===== src/rtl/app_stage_sequencer.sv =====
// Purpose: runs the six CGRA application stages in order, one request at a time, with a per-stage watchdog.
// Latency: START to first STEP_REQ is 1 cycle; each done adds a 1-cycle GAP; the last GAP is followed by 1 FIN cycle.
// Backpressure: a stage holds its level request until its done pulse, a watchdog timeout or ABORT. START while BUSY is ignored.
// Optional: `define APP_SEQ_PERF_CNT_EN adds the per-stage and total cycle counters.
module app_stage_sequencer #(
  parameter int CNT_W = 32,
  parameter int TMO_W = 24
) (
  input  logic             CPU_CLK,
  input  logic             CPU_RESETn,
  input  logic             START,
  input  logic             ABORT,
  input  logic [5:0]       SKIP_MASK,
  input  logic [TMO_W-1:0] TIMEOUT_LIMIT,
  output logic [5:0]       STEP_REQ,
  input  logic [5:0]       STEP_DONE,
  output logic             BUSY,
  output logic             DONE,
  output logic             ERROR,
  output logic [2:0]       ERR_STAGE,
  output logic [2:0]       STAGE,
  input  logic [2:0]       CNT_SEL,
  output logic [CNT_W-1:0] CNT_RDATA,
  output logic [CNT_W-1:0] TOTAL_CYCLES
);

  typedef enum logic [1:0] {ST_IDLE, ST_REQ, ST_GAP, ST_FIN} state_t;

  state_t           state_q, state_d;
  logic [2:0]       stg_q, stg_d;
  logic [5:0]       skip_q;
  logic [TMO_W-1:0] limit_q;
  logic [TMO_W-1:0] wd_q;
  logic [TMO_W-1:0] wd_inc;
  logic             start_acc;
  logic             cur_done;
  logic             abort_hit;
  logic             timeout;
  logic [3:0]       nxt;
  logic [5:0]       req_d;
  logic             busy_d;
  logic             done_d;
  logic [2:0]       stage_d;

  // Lowest unskipped stage at or above 'from'; bit 3 flags that one exists.
  function automatic logic [3:0] find_next(input logic [5:0] mask, input logic [2:0] from);
    logic [3:0] r;
    r = 4'b0000;
    for (int i = 5; i >= 0; i--) begin
      if (!mask[i] && (i >= int'(from))) r = {1'b1, 3'(i)};
    end
    return r;
  endfunction

  assign start_acc = (state_q == ST_IDLE) && START;
  assign abort_hit = (state_q != ST_IDLE) && ABORT;
  assign cur_done  = (state_q == ST_REQ) && STEP_DONE[stg_q];
  // Watchdog value including the current REQ cycle, saturating.
  assign wd_inc    = (wd_q == '1) ? wd_q : wd_q + 1'b1;
  assign timeout   = (state_q == ST_REQ) && (limit_q != '0) && (wd_inc == limit_q) && !STEP_DONE[stg_q];

  // State register and current stage index.
  always_ff @(posedge CPU_CLK or negedge CPU_RESETn) begin
    if (!CPU_RESETn) begin
      state_q <= ST_IDLE;
      stg_q   <= 3'd0;
    end else begin
      state_q <= state_d;
      stg_q   <= stg_d;
    end
  end

  // Next-state logic; ABORT beats done, done beats timeout.
  always_comb begin
    state_d = state_q;
    stg_d   = stg_q;
    nxt     = 4'b0000;
    unique case (state_q)
      ST_IDLE: begin
        if (START) begin
          nxt = find_next(SKIP_MASK, 3'd0);
          if (nxt[3]) begin
            state_d = ST_REQ;
            stg_d   = nxt[2:0];
          end else begin
            state_d = ST_FIN;
          end
        end
      end
      ST_REQ: begin
        if (ABORT)              state_d = ST_IDLE;
        else if (cur_done)      state_d = ST_GAP;
        else if (timeout)       state_d = ST_IDLE;
      end
      ST_GAP: begin
        if (ABORT) begin
          state_d = ST_IDLE;
        end else begin
          nxt = find_next(skip_q, stg_q + 3'd1);
          if (nxt[3]) begin
            state_d = ST_REQ;
            stg_d   = nxt[2:0];
          end else begin
            state_d = ST_FIN;
          end
        end
      end
      ST_FIN: state_d = ST_IDLE;
      default: state_d = ST_IDLE;
    endcase
  end

  // Output decode of the next state so every output leaves a flop.
  always_comb begin
    req_d   = 6'b000000;
    busy_d  = (state_d != ST_IDLE);
    done_d  = (state_d == ST_FIN);
    stage_d = 3'd7;
    if (state_d == ST_REQ) req_d[stg_d] = 1'b1;
    if ((state_d == ST_REQ) || (state_d == ST_GAP)) stage_d = stg_d;
  end

  // Registered control outputs; reset drops STEP_REQ immediately.
  always_ff @(posedge CPU_CLK or negedge CPU_RESETn) begin
    if (!CPU_RESETn) begin
      STEP_REQ <= 6'b000000;
      BUSY     <= 1'b0;
      DONE     <= 1'b0;
      STAGE    <= 3'd7;
    end else begin
      STEP_REQ <= req_d;
      BUSY     <= busy_d;
      DONE     <= done_d;
      STAGE    <= stage_d;
    end
  end

  // Run configuration captured on an accepted START.
  always_ff @(posedge CPU_CLK or negedge CPU_RESETn) begin
    if (!CPU_RESETn) begin
      skip_q  <= 6'b000000;
      limit_q <= '0;
    end else if (start_acc) begin
      skip_q  <= SKIP_MASK;
      limit_q <= TIMEOUT_LIMIT;
    end
  end

  // Watchdog counts REQ cycles of the current stage; cleared at start and in GAP.
  always_ff @(posedge CPU_CLK or negedge CPU_RESETn) begin
    if (!CPU_RESETn) begin
      wd_q <= '0;
    end else if (start_acc || (state_q == ST_GAP)) begin
      wd_q <= '0;
    end else if (state_q == ST_REQ) begin
      wd_q <= wd_inc;
    end
  end

  // Sticky error flag and failing stage; 7 marks an abort.
  always_ff @(posedge CPU_CLK or negedge CPU_RESETn) begin
    if (!CPU_RESETn) begin
      ERROR     <= 1'b0;
      ERR_STAGE <= 3'd0;
    end else if (start_acc) begin
      ERROR     <= 1'b0;
    end else if (abort_hit) begin
      ERROR     <= 1'b1;
      ERR_STAGE <= 3'd7;
    end else if (timeout) begin
      ERROR     <= 1'b1;
      ERR_STAGE <= stg_q;
    end
  end

`ifdef APP_SEQ_PERF_CNT_EN
  logic [CNT_W-1:0] stage_cnt_q [6];
  logic [CNT_W-1:0] total_q;

  // Saturating per-stage REQ-cycle counters and BUSY-cycle total, cleared on START.
  always_ff @(posedge CPU_CLK or negedge CPU_RESETn) begin
    if (!CPU_RESETn) begin
      for (int i = 0; i < 6; i++) stage_cnt_q[i] <= '0;
      total_q <= '0;
    end else if (start_acc) begin
      for (int i = 0; i < 6; i++) stage_cnt_q[i] <= '0;
      total_q <= '0;
    end else begin
      if ((state_q == ST_REQ) && (stage_cnt_q[stg_q] != '1))
        stage_cnt_q[stg_q] <= stage_cnt_q[stg_q] + 1'b1;
      if ((state_q != ST_IDLE) && (total_q != '1))
        total_q <= total_q + 1'b1;
    end
  end

  // Counter read mux; select 7 reads zero.
  always_comb begin
    CNT_RDATA = '0;
    if (CNT_SEL < 3'd6)       CNT_RDATA = stage_cnt_q[CNT_SEL];
    else if (CNT_SEL == 3'd6) CNT_RDATA = total_q;
  end

  assign TOTAL_CYCLES = total_q;
`else
  logic unused_cnt_sel;
  assign unused_cnt_sel = ^CNT_SEL;
  assign CNT_RDATA      = '0;
  assign TOTAL_CYCLES   = '0;
`endif

endmodule


===== config.mk =====
export PLATFORM = sky130hd
export DESIGN_NAME = app_stage_sequencer
export DESIGN_NICKNAME = d
export VERILOG_FILES = /design/src/rtl/app_stage_sequencer.sv
export SDC_FILE = /design/constraint.sdc
export NUM_CORES = 1
export LEC_CHECK = 0
export ABC_AREA = 1
export CORE_MARGIN = 2
export CORE_UTILIZATION = 30
export CTS_CLUSTER_DIAMETER = 100
export DETAILED_ROUTE_END_ITERATION = 8
export DONT_BUFFER_PORTS = 1
export PLACE_DENSITY = 0.54
export SYNTH_ARGS = -nofsm -noshare
export SYNTH_HDL_FRONTEND = slang
export SYNTH_SLANG_ARGS = --single-unit

===== constraint.sdc =====
create_clock -name CPU_CLK -period 3 [get_ports CPU_CLK]
set_input_delay 0.45 -clock CPU_CLK [delete_from_list [all_inputs] [get_ports CPU_CLK]]
set_output_delay 0.45 -clock CPU_CLK [all_outputs]
set_load 0.01 [all_outputs]

; Yosys cells after proc, flatten, opt, wreduce, memory -nomap -nowiden
; Cells that the tools add are included.
[op_classes]
mux = 43
shift = 0
n_reduce_logical = 30
multipliers = 0
addsub = 2
n_eq_ne = 8
order_cmp = 9
bitwise = 1
div = 0
[ops]
columns = operator, n
row1 = 24-bit two-way mux, 3
row2 = 4-bit two-way mux, 16
row3 = "24-bit by 1-bit adder with 24-bit output, second input constant", 1
row4 = 24-bit equality test, 1
row5 = "24-bit equality test, second input constant", 1
row6 = 24-bit nonzero test, 1
row7 = 3-bit two-way mux, 7
row8 = 2-bit two-way mux, 7
row9 = 1-bit logical AND, 13
row10 = "2-bit equality test, second input constant", 4
row11 = "3-bit by 4-bit less-than comparator with 1-bit output, second input constant", 2
row12 = 2-bit one-hot mux with 4 select lines, 1
row13 = 2-bit nonzero test, 4
row14 = 1-bit logical NOT, 7
row15 = "1-bit by 3-bit greater-or-equal comparator with 1-bit output, first input constant", 2
row16 = "2-bit by 3-bit greater-or-equal comparator with 1-bit output, first input constant", 2
row17 = "3-bit greater-or-equal comparator, first input constant", 2
row18 = 6-bit two-way mux, 1
row19 = 3-bit one-hot mux with 2 select lines, 1
row20 = 1-bit two-way mux, 5
row21 = "2-bit by 1-bit equality test with 1-bit output, second input constant", 2
row22 = "3-bit by 1-bit adder with 3-bit output, second input constant", 1
row23 = 1-bit binary-select mux with 3-bit select, 1
row24 = 1-bit demux with 3-bit select, 1
row25 = 6 further kinds, 7
[word_totals]
register_bits = 74
latch_bits = 0
output_inout_bits = 79
ram_bits = 0
romBits = 0
mem_count = 0
inputBits = 43
wordCells = 104

; Depth between registers and ports, before layout
; Gate-level depths: netlist of run 1.
[depth]
word_depth = 19
ltp_mapped = 20
depth_no_buf = 20

; Worst setup path after synthesis of run 1
; No wires, ideal clock.
[synth_timing]
path_type = reg-to-reg
startpoint = register wd_q[0]
endpoint = register STEP_REQ[0]
n_path_buf = 1
setup_ps = 116
stages_incl_launch_ff = 20
t_arrival_ps = 2351
setup_slack_ps = 532
t_required_ps = 2884
period_less_slack_ps = 2468
cell_sequence = dfrtp_1 ha_1 inv_1 nor2_4 nand2_4 nor2_4 nand2_2 buf_6 nand2_2 nand2_2 nand2_2 nand2_1 nand3b_1 nor2_2 nand3_2 nand2_1 a21oi_1 ha_1 nand2_1 nor2_1
[synth_via]
elab_chain_len = 11
elab_cells_between_ends = 12
cone_classes = 1 x add/sub / 3 x eq/ne / 6 x mux / 2 x reduce/logical
[synth_rtl]
columns = element, line_no
row1 = "start, declared", 33  ; logic [TMO_W-1:0] wd_q;
row2 = "start signal, assigned", 156  ; wd_q <= wd_inc;
row3 = 24-bit by 1-bit adder with 24-bit output / 24-bit equality test (equally long branches), 59  ; assign wd_inc = (wd_q == '1) ? wd_q : wd_q + 1'b1;
row4 = 24-bit two-way mux *, 59
row5 = 24-bit equality test *, 60  ; assign timeout = (state_q == ST_REQ) && (limit_q != '0) && (wd_inc == limit_q) && !STEP_DONE[stg_q];
row6 = 1-bit logical AND * (2 in series), 60
row7 = 2-bit two-way mux *, 93  ; else if (timeout) state_d = ST_IDLE;
row8 = 2-bit two-way mux *, 92  ; else if (cur_done) state_d = ST_GAP;
row9 = 2-bit two-way mux *, 91  ; if (ABORT) state_d = ST_IDLE;
row10 = 2-bit one-hot mux with 4 select lines *, 78  ; unique case (state_q)
row11 = via state_d[0], 29  ; state_t state_q, state_d;
row12 = 2-bit by 1-bit equality test with 1-bit output *, 119  ; if (state_d == ST_REQ) req_d[stg_d] = 1'b1;
row13 = 6-bit two-way mux *, 119
row14 = via req_d[0], 40  ; logic [5:0] req_d;
row15 = "end signal, assigned", 131  ; STEP_REQ <= req_d;
row16 = "end, declared", 15  ; output logic [5:0] STEP_REQ,
; The timed path passes the listed nets; every way through them passes the cells marked *.
; A chain may end at the register's enable or synchronous reset.

; Worst setup path after layout of run 1
; Ends and elaborated chain as after synthesis.

==> results of run 1 <==
==> per-stage QoR <==
stage          hold slack (ns)  worst slack [ns]
2_1_floorplan            0.154             0.532
3_3_place_gp             0.160            0.0258
3_5_place_dp             0.160            0.0210
4_1_cts                 0.0113           0.00851
5_1_grt                 0.0126           -0.0105
6_report               -0.0414             0.206
==> per-layer routing <==
layer / global-route usage (%) / share of wire (%) / wire (um)
met1: 21.2 / 45 / 6530
met2: 26.2 / 47 / 6840
met4: 7.08 / 3.0 / 436
met5: 0 / 0 / 0
met3: 3.79 / 5.6 / 813
==> Yosys cell counts (all sizes together) <==
master | n | share of area, %
and2 | 1 | 0.12
xor2 | 6 | 1.2
dfstp | 3 | 1.5
nand3b | 3 | 0.44
buf | 67 | 9.8
o21ai | 56 | 5.5
a21oi | 8 | 0.78
o211a | 1 | 0.19
nor2 | 89 | 7.4
o21bai | 2 | 0.29
o221ai | 1 | 0.17
ha | 7 | 1.7
xnor2 | 2 | 0.34
nor3 | 3 | 0.39
nand4 | 18 | 2.2
o211ai | 2 | 0.29
a41oi | 1 | 0.17
nand2 | 242 | 18
or2 | 1 | 0.12
a31oi | 1 | 0.12
clkbuf | 10 | 0.73
o22ai | 6 | 0.73
conb | 1 | 0.073
nand3 | 66 | 6.6
dfrtp | 71 | 35
inv | 83 | 6.1
==> cells by family (layout without fill, tap and decap cells) <==
logic type	count (synthesis)	after routing	share of synthesized area [%]
other	1	64	0.0730
adders and majority gates	7	7	1.71
and+or+nand+nor	423	423	35.7
DFF	74	74	36.1
buffers and inverters	160	123	16.6
xor gates and xnor gates	8	8	1.51
AOI/OAI and AO/OA	78	78	8.21
==> layout make-up <==
| type | count | area, um2 |
|---|---|---|
| multi-input cells | 580 | 2720 |
| well taps | 220 | 275 |
| inverters | 83 | 312 |
| clock buffers | 11 | 243 |
| fillers | 1848 | 11000 |
| repair buffers | 24 | 208 |
| clock inverters | 5 | 77.6 |
| flip-flops and latches | 74 | 1860 |
==> worst max path at each step <==
stage	start	to	slack (ns)	depth (start not counted)
after CTS	wd_q[0]$_DFFE_PN0P_	STEP_REQ[0]$_DFF_PN0_	0.009	19
after global routing	wd_q[0]$_DFFE_PN0P_	STEP_REQ[0]$_DFF_PN0_	-0.01	20
after detailed placement	wd_q[0]$_DFFE_PN0P_	STEP_REQ[0]$_DFF_PN0_	0.02	19
after floorplan	wd_q[0]$_DFFE_PN0P_	STEP_REQ[0]$_DFF_PN0_	0.53	19
final	wd_q[0]$_DFFE_PN0P_	STEP_REQ[0]$_DFF_PN0_	0.21	20
after global placement	wd_q[0]$_DFFE_PN0P_	STEP_REQ[3]$_DFF_PN0_	0.03	19
==> sequential cells by signal (all words and copies together), names as in the netlist <==
| register | count |
|---|---|
| BUSY | 1 |
| DONE | 1 |
| ERROR | 1 |
| ERR_STAGE | 3 |
| STAGE | 3 |
| STEP_REQ | 6 |
| limit_q | 24 |
| skip_q | 6 |
| state_q | 2 |
| stg_q | 3 |
| wd_q | 24 |
==> cells in the final DEF, fill, tap and decap left out, types with 6 or more instances in the layout <==
master and n:
nand2_1 230, inv_1 82, nor2_1 74, dfrtp_1 70, nand3_1 64, conb_1 64
o21ai_0 54, buf_4 22, nand4_1 18, nand2_2 10, clkbuf_16 9, nor2_4 8
a21oi_1 8, nor2_2 7, o22ai_1 6
==> power groups by stage <==
stage / combinational (mW) / sequential, mW / clock [mW]
6_report: 1.89 / 1.59 / 1.19
5_1_grt: 2.19 / 1.63 / 1.25
4_1_cts: 1.87 / 1.59 / 1.21
3_5_place_dp: 1.84 / 1.61 / 0
3_3_place_gp: 1.84 / 1.61 / 0
2_1_floorplan: 1.45 / 1.52 / 0
==> repair_timing <==
| action | 4_1_cts | 5_1_grt |
|---|---|---|
| hold buffers | 1 | 0 |
| resized for setup | 0 | 14 |
| buffers inserted | 0 | 8 |
| hold endpoints to repair | 74 | 0 |
| setup endpoints to repair | 0 | 11 |
==> flow_summary.ini, run 1 <==
[logic_synthesis]
synth_area_per_cell_um2 = 6.84
netlist_instances = 751
yosys_warnings = 0
ys_seq_area_share_pct = 36.1
ys_seq_elements = 74
netlist-cell-type-count = 37
netlist_area_mm2 = 0.00513

[detailed_routing]
vias_per_cell = 4.62
vias = 4609
first_pass_iters = 5
drtIter0Drc = 360
ant_nets = 0
wl_um = 14600
post-route-drc-count = 0
post_drt_wl_per_cell_um = 14.7

[hold_path]
hp-class = input port to asynchronous set/reset pin

[placed_design]
dp.cells = 972
portBuffers = 0
gp_congestion = 0.934
dpl_cell_area_mm2 = 0.00523
hpwl_um = 11200

[final_layout]
drive_gt1_share_pct = 9.91
design_area_mm2 = 0.00569
instances_no_fill = 997
final_core_util_pct = 34.2
diodes = 0
syn2layout_area_growth_pct = 10.8
nNetsFinal = 822

[critical_path]
cp.required_ns = 3.24
crit_buf_inv = 3
cp.arrival_ns = 3.04
crit_chain = ha_4 > inv_1 > nor2_4 > nand2_4 > nor2_4 > nand2_2 > buf_4 > nand2_2 > inv_2 > nand2_2 > nand2_1 > nor2_1 > nand3b_1 > nor2_2 > nand3_2 > nand2_1 > a21oi_1 > ha_2 > nand2_1 > nor2_1
cp-start-kind = flop
rr_worst_depth = 20
path_delay_family = simple AND/OR/NAND/NOR gates
r2r_start = wd_q[0]$_DFFE_PN0P_
crit_type = flop to flop
path_max_fanout = 10
reg2reg_to = STEP_REQ[0]$_DFF_PN0_
worst_path_largest_cell_delay_ns = 0.40
crit_slowest_cell = dfrtp_1
r2r_slack_ns = 0.21
cp-end-kind = flop

[cts]
cts-buffers-inserted = 9
cts_sinks = 74
cts.path.max_buffers = 2
clockRootBuffer = clkbuf_16
htree_levels = 3
cts_tree = done
clk_pin_slew_ns = 0.06
clock_latency_ns = 0.35

[timing]
fin_worst_skew_ns = 0.00574
relSlewSlack_pct = 38.8
drv_slew = 0
worst_pin_slew_ns = 0.915
fin_tns_setup_ns = 0
finalSetupViolCount = 0
fin_crit_ns = 2.79
hold_viol_final = 8
whs_ns = -0.0414
finalCritPeriodShare_pct = 93.1
fmax_mhz = 358

[power_and_ir_drop]
pwr_density_cell_mw_per_mm2 = 820
p_seq_share_pct = 34.1
p_int_mw = 2.68
leakage_nw = 2.78
switching_power_mw = 1.98
ir_worst_vdd_mv = 0.457
p_comb_share_pct = 40.5
swShare_pct = 42.5
clkPwrFrac_pct = 25.5
fin_total_pwr_mw = 4.67

[grt]
grt_pass1_wl_um = 22700
gr-total-overflow = 0
antenna_found_initial = 0
grt.total_usage_pct = 16.4
grt_start_max_net_pins = 75
grt_pass1_vias = 4297

[floorplanning]
rows = 47
chipHeight_um = 135
die-area_mm2 = 0.0182
io_pins = 122
die_x_um = 135
start_util_pct = 30.9
core_mm2 = 0.0166

[outcome]
failed_checks = hold timing
status = finished with violations

[run]
cap_violations = 0
(Power assumes the default switching activity.)
==> run 2: changes to the inputs <==
--- a/config.mk
+++ b/config.mk
@@ -7,11 +7,11 @@
 export LEC_CHECK = 0
 export ABC_AREA = 1
 export CORE_MARGIN = 2
-export CORE_UTILIZATION = 30
+export CORE_UTILIZATION = 68
 export CTS_CLUSTER_DIAMETER = 100
 export DETAILED_ROUTE_END_ITERATION = 8
 export DONT_BUFFER_PORTS = 1
-export PLACE_DENSITY = 0.54
+export PLACE_DENSITY = 0.94
 export SYNTH_ARGS = -nofsm -noshare
 export SYNTH_HDL_FRONTEND = slang
 export SYNTH_SLANG_ARGS = --single-unit
==> constraint.sdc (replaced) <==
create_clock -name CPU_CLK -period 3.4 [get_ports CPU_CLK]
set_input_delay 0.51 -clock CPU_CLK [delete_from_list [all_inputs] [get_ports CPU_CLK]]
set_output_delay 0.51 -clock CPU_CLK [all_outputs]
set_load 0.01 [all_outputs]
==> run 2 against run 1 <==
Compared with the run above: the flow now finishes without violations; final cell count decreased by 13%; clock-buffer cell count unchanged; critical path depth unchanged; via count increased by 6.0%; utilization increased by 38 points; fmax decreased by 11%; worst hold slack improved by 0.080 ns; first-iteration DRC count increased by 40%; largest power group unchanged.
==> flow_summary.ini, run 2 (synthesized netlist as in run 1, its figures left out) <==
[floorplanning]
start_util_pct = 70.4
die_x_um = 90.9
core_mm2 = 0.00729
rows = 31
io_pins = 122
chipHeight_um = 90.9
die-area_mm2 = 0.00826

[timing]
worst_pin_slew_ns = 0.872
fmax_mhz = 320
finalSetupViolCount = 0
whs_ns = 0.0388
hold_viol_final = 0
fin_worst_skew_ns = 0.00881
fin_crit_ns = 3.13
finalCritPeriodShare_pct = 92.0
drv_slew = 0
setup_slack_ns = 0.272
relSlewSlack_pct = 41.7
fin_tns_setup_ns = 0
rsz0062_at_grt = no

[final_layout]
nFillCells = 606
seqCellArea_mm2 = 0.00186
diodes = 0
syn2layout_area_growth_pct = 2.90
reg_top3 = limit_q (24), wd_q (24)
nNetsFinal = 810
multi_input_area_mm2 = 0.00268
layout_common_cells = nand2_1, inv_1, nor2_1, dfrtp_1
drive_gt1_share_pct = 7.32
final_core_util_pct = 72.5
final_common_cell = nand2_1

[critical_path]
cp-end-kind = flop
crit_type = flop to flop
cp.arrival_ns = 3.37
path_max_fanout = 13
cp-start-kind = flop
cp.required_ns = 3.64

[detailed_routing]
ant_nets = 0
post-route-drc-count = 0
first_pass_iters = 6
drtIter0Drc = 503
wl_um = 13400
vias = 4886
vias_per_cell = 5.66
post_drt_wl_per_cell_um = 15.5

[cts]
cts_sinks = 74
cts_tree = done
clk_pin_slew_ns = 0.09
htree_levels = 3
post_cts_buffers = 0
cts-buffers-inserted = 9
clockRootBuffer = clkbuf_8
clock_latency_ns = 0.34
cts.path.max_buffers = 2

[placed_design]
pre_cts_ws_ns = 0.254
hpwl_um = 10200
gp_congestion = 0.947
portBuffers = 0

[run]
cap_violations = 0

[hold_path]
hp-class = input port to asynchronous set/reset pin

[outcome]
status = finished clean

[power_and_ir_drop]
leakage_nw = 2.68
pwr_density_cell_mw_per_mm2 = 714
ir_worst_vdd_mv = 0.526
fin_total_pwr_mw = 3.77

[grt]
grt_pass1_vias = 4593
antenna_found_initial = 0
grt.total_usage_pct = 33.3
gr-total-overflow = 0
grt_start_max_net_pins = 72
grt_pass1_wl_um = 21800
## run 2: critical path, stage by stage, from the launching register on
cell     delay, ns
dfrtp_1       0.43
ha_1          0.25
inv_1         0.13
nor2_4        0.20
nand2_4       0.10
nor2_4        0.16
nand2_4       0.15
buf_4         0.20
nand2_1       0.10
nand2_1       0.06
nand2_1       0.06
nand2_1       0.05
nor2_1        0.14
nand2_1       0.10
nor2_2        0.10
nand3_2       0.10
nand2_1       0.11
a21oi_1       0.12
ha_1          0.28
nand2_1       0.11
nor2_1        0.06
## run 2: area by class of cell
type | instances | area share [%]
multi-input cells | 580 | 50.6
well taps | 99 | 2.34
flip-flops and latches | 74 | 35.1
clock inverters | 5 | 1.16
clock buffers | 11 | 2.68
inverters | 83 | 5.90
repair buffers | 12 | 2.18
## run 2: final timing paths
path / start / end / slack (ns) / depth (start not counted)
min: CPU_RESETn / wd_q[9]$_DFFE_PN0P_ / 0.04 / 1
min in group CPU_CLK: SKIP_MASK[4] / skip_q[4]$_DFFE_PN0P_ / 0.28 / 2
min reg2reg: skip_q[4]$_DFFE_PN0P_ / skip_q[4]$_DFFE_PN0P_ / 0.49 / 2
max reg2reg: wd_q[0]$_DFFE_PN0P_ / STEP_REQ[1]$_DFF_PN0_ / 0.27 / 20
max in group asynchronous: CPU_RESETn / STAGE[2]$_DFF_PN1_ / 2.68 / 1
max: wd_q[0]$_DFFE_PN0P_ / STEP_REQ[1]$_DFF_PN0_ / 0.27 / 20
## run 2: layer usage
metal / track usage [%] / vias up / wire, um
met5: 0 / - / 0
met4: 11.6 / 0 / 391
met3: 8.01 / 55 / 1410
met2: 56.0 / 309 / 6440
met1: 42.1 / 2240 / 5170
li1: - / 2282 / -
## run 2: timing repair
item / CTS / global route
hold endpoints to repair: 71 / 2
endpoints found under the setup margin: 0 / 6
hold buffers: 2 / 1
resized for setup: 0 / 1
## run 2: per-stage QoR
stage | cell area, um2 | cells
floorplan | 5370 | 814
global placement | 5030 | 845
detailed placement | 5030 | 845
CTS | 5270 | 863
global route | 5280 | 864
finish | 5280 | 864
## run 2: power breakdown
part           internal [mW]  leakage (nW)  switching, mW  total, mW
combinational          0.504          1.63           1.16       1.66
sequential              1.16         0.945          0.237       1.40
clock                  0.365         0.104          0.348      0.713
total                   2.03          2.68           1.74       3.77
==> run 3: changes to the inputs <==
--- a/config.mk
+++ b/config.mk
@@ -9,6 +9,7 @@
 export CORE_MARGIN = 2
 export CORE_UTILIZATION = 68
 export CTS_CLUSTER_DIAMETER = 100
+export CTS_CLUSTER_SIZE = 10
 export DETAILED_ROUTE_END_ITERATION = 8
 export DONT_BUFFER_PORTS = 1
 export PLACE_DENSITY = 0.94
==> results of run 3 <==
The final DEF is identical to that of run 2; final timing and power are the same.
